`src/rtl/hs4_rx_bridge.sv`:
```
// Responder end of a four-phase return-to-zero bundled-data handshake, bridging to a valid/ready port.
// Optional stuck-request timeout enabled by defining HS4_RX_TIMEOUT_EN (adds port timeout_o).
module hs4_rx_bridge #(
    parameter int DW   = 8,
    parameter int SYNC = 2,
    parameter int TO_W = 8
) (
    input  logic          clk,
    input  logic          rst_n,
    input  logic          req_i,
    input  logic [DW-1:0] data_i,
    output logic          ack_o,
    output logic          out_valid,
    output logic [DW-1:0] out_data,
    input  logic          out_ready,
    output logic          busy,
    output logic          proto_err
`ifdef HS4_RX_TIMEOUT_EN
    ,
    output logic          timeout_o
`endif
);

    typedef enum logic [1:0] {
        IDLE = 2'd0,
        HOLD = 2'd1,
        RTZ  = 2'd2
    } state_e;

    state_e          state_q, state_d;
    logic [SYNC-1:0] sync_q, sync_d;
    logic            req_s;
    logic            req_prev_q, req_prev_d;
    logic            req_fall_s;
    logic            ack_q, ack_d;
    logic            out_valid_q, out_valid_d;
    logic [DW-1:0]   out_data_q, out_data_d;
    logic            busy_q, busy_d;
    logic            proto_err_q, proto_err_d;

    // Synchroniser shift and the one-cycle-delayed copy used to detect a req fall.
    always_comb begin
        sync_d     = {sync_q[SYNC-2:0], req_i};
        req_prev_d = req_s;
    end

    assign req_s      = sync_q[SYNC-1];
    assign req_fall_s = req_prev_q & ~req_s;

    // State and output registers.
    always_ff @(posedge clk or negedge rst_n) begin
        if (!rst_n) begin
            state_q     <= IDLE;
            sync_q      <= {SYNC{1'b0}};
            req_prev_q  <= 1'b0;
            ack_q       <= 1'b0;
            out_valid_q <= 1'b0;
            out_data_q  <= {DW{1'b0}};
            busy_q      <= 1'b0;
            proto_err_q <= 1'b0;
        end else begin
            state_q     <= state_d;
            sync_q      <= sync_d;
            req_prev_q  <= req_prev_d;
            ack_q       <= ack_d;
            out_valid_q <= out_valid_d;
            out_data_q  <= out_data_d;
            busy_q      <= busy_d;
            proto_err_q <= proto_err_d;
        end
    end

    // Next-state logic.
    always_comb begin
        state_d = state_q;
        case (state_q)
            IDLE: begin
                if (req_s) begin
                    state_d = HOLD;
                end else begin
                    state_d = IDLE;
                end
            end
            HOLD: begin
                if (out_valid_q && out_ready) begin
                    state_d = RTZ;
                end else begin
                    state_d = HOLD;
                end
            end
            RTZ: begin
                if (!req_s) begin
                    state_d = IDLE;
                end else begin
                    state_d = RTZ;
                end
            end
            default: begin
                state_d = IDLE;
            end
        endcase
    end

    // Registered output values; a req fall seen in HOLD is a violation but the word is still delivered.
    always_comb begin
        ack_d       = ack_q;
        out_valid_d = out_valid_q;
        out_data_d  = out_data_q;
        proto_err_d = 1'b0;
        busy_d      = (state_d != IDLE);
        case (state_q)
            IDLE: begin
                ack_d = 1'b0;
                if (req_s) begin
                    out_data_d  = data_i;
                    out_valid_d = 1'b1;
                end else begin
                    out_valid_d = 1'b0;
                end
            end
            HOLD: begin
                proto_err_d = req_fall_s;
                if (out_valid_q && out_ready) begin
                    out_valid_d = 1'b0;
                    ack_d       = 1'b1;
                end else begin
                    out_valid_d = 1'b1;
                    ack_d       = 1'b0;
                end
            end
            RTZ: begin
                out_valid_d = 1'b0;
                if (!req_s) begin
                    ack_d = 1'b0;
                end else begin
                    ack_d = 1'b1;
                end
            end
            default: begin
                ack_d       = 1'b0;
                out_valid_d = 1'b0;
            end
        endcase
    end

    assign ack_o     = ack_q;
    assign out_valid = out_valid_q;
    assign out_data  = out_data_q;
    assign busy      = busy_q;
    assign proto_err = proto_err_q;

`ifdef HS4_RX_TIMEOUT_EN
    localparam logic [TO_W-1:0] TO_MAX = {TO_W{1'b1}};

    logic [TO_W-1:0] to_cnt_q, to_cnt_d;
    logic            timeout_q, timeout_d;

    // Counts RTZ cycles with req still high; saturation flags a stuck sender until req drops.
    always_comb begin
        to_cnt_d  = to_cnt_q;
        timeout_d = 1'b0;
        if (state_q == HOLD && state_d == RTZ) begin
            to_cnt_d = {TO_W{1'b0}};
        end else if (state_q == RTZ && req_s) begin
            if (to_cnt_q == TO_MAX) begin
                to_cnt_d = to_cnt_q;
            end else begin
                to_cnt_d = to_cnt_q + TO_W'(1);
            end
        end else begin
            to_cnt_d = {TO_W{1'b0}};
        end
        if (state_q == RTZ && req_s && to_cnt_d == TO_MAX) begin
            timeout_d = 1'b1;
        end else begin
            timeout_d = 1'b0;
        end
    end

    // Timeout counter and flag registers.
    always_ff @(posedge clk or negedge rst_n) begin
        if (!rst_n) begin
            to_cnt_q  <= {TO_W{1'b0}};
            timeout_q <= 1'b0;
        end else begin
            to_cnt_q  <= to_cnt_d;
            timeout_q <= timeout_d;
        end
    end

    assign timeout_o = timeout_q;
`endif

endmodule

```
`config.mk`:
```
export PLATFORM = sky130hd
export DESIGN_NAME = hs4_rx_bridge
export DESIGN_NICKNAME = d
export VERILOG_FILES = /design/src/rtl/hs4_rx_bridge.sv
export SDC_FILE = /design/constraint.sdc
export NUM_CORES = 1
export LEC_CHECK = 0
export ABC_CLOCK_PERIOD_IN_PS = 2300
export BUFFER_PORTS_ARGS = -buffer_cell sky130_fd_sc_hd__buf_2
export CORE_AREA = 3 3 40 42
export CTS_BUF_LIST = sky130_fd_sc_hd__clkbuf_2 sky130_fd_sc_hd__clkbuf_4 sky130_fd_sc_hd__clkbuf_8
export DETAILED_ROUTE_END_ITERATION = 10
export DIE_AREA = 0 0 43 45
export GPL_TIMING_DRIVEN = 0
export HOLD_SLACK_MARGIN = 0.06
export PLACE_DENSITY = 0.89
export SLEW_MARGIN = 20
export SYNTH_ARGS = -nofsm -noshare
export SYNTH_HDL_FRONTEND = slang
export SYNTH_SLANG_ARGS = --single-unit
```
`constraint.sdc`:
```
create_clock -name clk -period 2.3 [get_ports clk]
set_input_delay 0.115 -clock clk [delete_from_list [all_inputs] [get_ports clk]]
set_output_delay 0.115 -clock clk [all_outputs]
set_load 0.005 [all_outputs]
```
==> metrics.cfg <==
[clock_network]
tritoncts.num_buffers = 3
path_clk_slew_ns = 0.09
clk_latency_ns = 0.28
htree_levels = 1
clock_path_buffers = 2
cts_resized = 0
root_buffer = clkbuf_4
cts_setup_buffers = 0
cts_tree = done
cts.sink_count = 17

[final_layout]
syn_to_final_growth_pct = 38.2
layout.nets = 97
layout-drive-gt1-share_pct = 48.1
layout.cells.non_filler = 94
antenna_cells = 0

[die]
io-pin-count = 24
core_sq_um = 1280
die_h_um = 45
rows = 13
initial_core_util_pct = 51.2
die-area_sq_um = 1940
dieWidth_um = 43

[drt]
num_vias = 457
first_pass_iters = 3
viasPerCell = 4.86
wl_um = 1210
wl_per_cell_um = 12.9
first_iter_violations = 4
drc_errors = 0
detail-route-antenna-nets = 0

[placed_design]
portBuffers = 23
routabilityCongestion = 0.633
dp.cells = 81

[synthesis]
yosysSeqAreaShare_pct = 64.6
synth_cell_types = 11
netlist_area_sq_um = 658
synth_cells = 43
syn_area_per_cell_sq_um = 15.3
ys_seq_elements = 17
synthesis.nets = 60
ys_warn_count = 0

[power_and_ir_drop]
p_sw_w = 0.000312
p_leak_nw = 0.462
seqPwrFrac_pct = 47.7
irDropWorstVdd_uv = 570
swShare_pct = 31.2
pwr-share-comb_pct = 37.2
power_w = 0.00100
internal-power_w = 0.000688
power_density_nw_per_um2 = 1100
clkPwrFrac_pct = 15.1

[worst_hold_path]
min_path_type = input pin to flip-flop

[timing]
fin_worst_skew_ns = 0.00217
period_share_pct = 61.2
slew_viol_final = 0
hold_viol_final = 0
finalSetupViolations = 0
tightest_slew_ns = 0.357
grt_setup_unrepaired = no
min_period_ns = 1.41
setup_tns_ns = 0
clock.fmax_mhz = 711
relSlewSlack_pct = 76.2

[grt]
grt_max_degree = 18
grt_pass1_vias = 453
antenna_found_initial = 0
grt_usage_pct = 13.8
grt_pass1_wl_um = 1900
grt_overflow = 0

[critical_path]
worstPathArrival_ns = 1.58
path_class = flip-flop to flip-flop
endpoint_kind = flip-flop
crit_fanout = 10
critical_path.startpoint_type = flip-flop
worstPathRequired_ns = 2.47

[run]
maxCapViolCount = 0

[status]
outcome = complete, no violations

==> registers in the layout, indices dropped and copies added, names as in the netlist <==
signal      flops
out_valid       1
out_data        8
sync_q          2
req_prev_q      1
ack_o           1
state_q         2
proto_err       1
busy            1
==> power groups by stage <==
stage	Clock [W]	Sequential (W)	Combinational (W)
floorplan	0	0.000488	0.000203
global placement	0	0.000473	0.000346
detailed placement	0	0.000486	0.000364
CTS	0.000158	0.000479	0.000373
global route	0.000176	0.000491	0.000416
finish	0.000151	0.000478	0.000372
==> cells in the final DEF (no fill, tap or decap) <==
cell type	Yosys	routed
dfrtp_1	17	17
clkbuf_4	0	3
inv_1	2	2
and3b_2	1	1
mux2_2	8	8
nor2_1	3	3
nand2_4	1	1
buf_2	0	23
clkinv_2	0	1
nor2b_1	1	1
a32oi_1	1	1
dlygate4sd3_1	0	9
a21oi_1	3	3
a21bo_2	1	1
ha_1	5	5
==> critical path, cell delays in order (launching register included) <==
cell,delay (ns)
dfrtp_1,0.46
inv_1,0.09
ha_1,0.25
nand2_4,0.15
mux2_2,0.35
==> layer usage <==
| layer | wire, um | GRT usage (%) | vias up |
|---|---|---|---|
| met3 | 65 | 4.78 | 2 |
| li1 | - | - | 217 |
| met1 | 490 | 15.3 | 223 |
| met4 | 16 | 7.23 | 0 |
| met5 | 0 | 0 | - |
| met2 | 642 | 23.7 | 15 |
==> stage by stage <==
step	instance area [sq um]	hold WS (ns)	setup slack (ns)	utilization, %
2_1_floorplan	658	-0.181	1.02	-
3_3_place_gp	792	0.0407	0.950	61.6
3_5_place_dp	792	0.0456	0.913	61.6
4_1_cts	880	0.0606	0.890	68.5
5_1_grt	910	0.0653	0.842	70.8
6_report	910	0.0857	0.893	70.8
==> cell usage after synthesis <==
| library cell | n | area share [%] |
|---|---|---|
| dfrtp_1 | 17 | 65 |
| mux2_2 | 8 | 14 |
| ha_1 | 5 | 9.5 |
| a21oi_1 | 3 | 2.3 |
| nor2_1 | 3 | 1.7 |
| inv_1 | 2 | 1.1 |
| a21bo_2 | 1 | 1.5 |
| a32oi_1 | 1 | 1.3 |
| and3b_2 | 1 | 1.5 |
| nand2_4 | 1 | 1.7 |
| nor2b_1 | 1 | 0.95 |
==> final timing paths <==
check | start | end | slack, ns | cells past startpoint
min in group asynchronous | rst_n | proto_err | 0.27 | 2
max in group asynchronous | rst_n | out_data[2] | 1.78 | 2
worst max-delay path | state_q[0] | out_data[1] | 0.89 | 4
worst max register to register | state_q[0] | out_data[1] | 0.89 | 4
worst min-delay path | data_i[1] | out_data[1] | 0.09 | 2
worst min register to register | sync_q[0] | sync_q[1] | 0.37 | 0
==> layout make-up <==
cell class | count | area, sq um
timing repair buffer | 32 | 205
multi-input combinational | 24 | 225
clock inverter | 1 | 5.00
tap | 15 | 18.8
inverter | 2 | 7.51
sequential | 17 | 425
fill | 98 | 375
clock buffer | 3 | 22.5
==> timing repair <==
item | 4_1_cts | 5_1_grt
endpoints found under the hold margin | 22 | 3
setup endpoints to repair | 0 | 0
hold buffers | 6 | 3
==> kinds of logic after synthesis <==
group | after synthesis | share of synthesized area [%]
AO/OA/AOI/OAI | 5 | 5.13
adder cells (fa/ha/maj) | 5 | 9.51
buffers and inverters | 2 | 1.14
flip-flops | 17 | 64.6
multiplexers | 8 | 13.7
AND/OR/NAND/NOR | 6 | 5.89
Note: power is estimated with default switching activity, not from simulation.
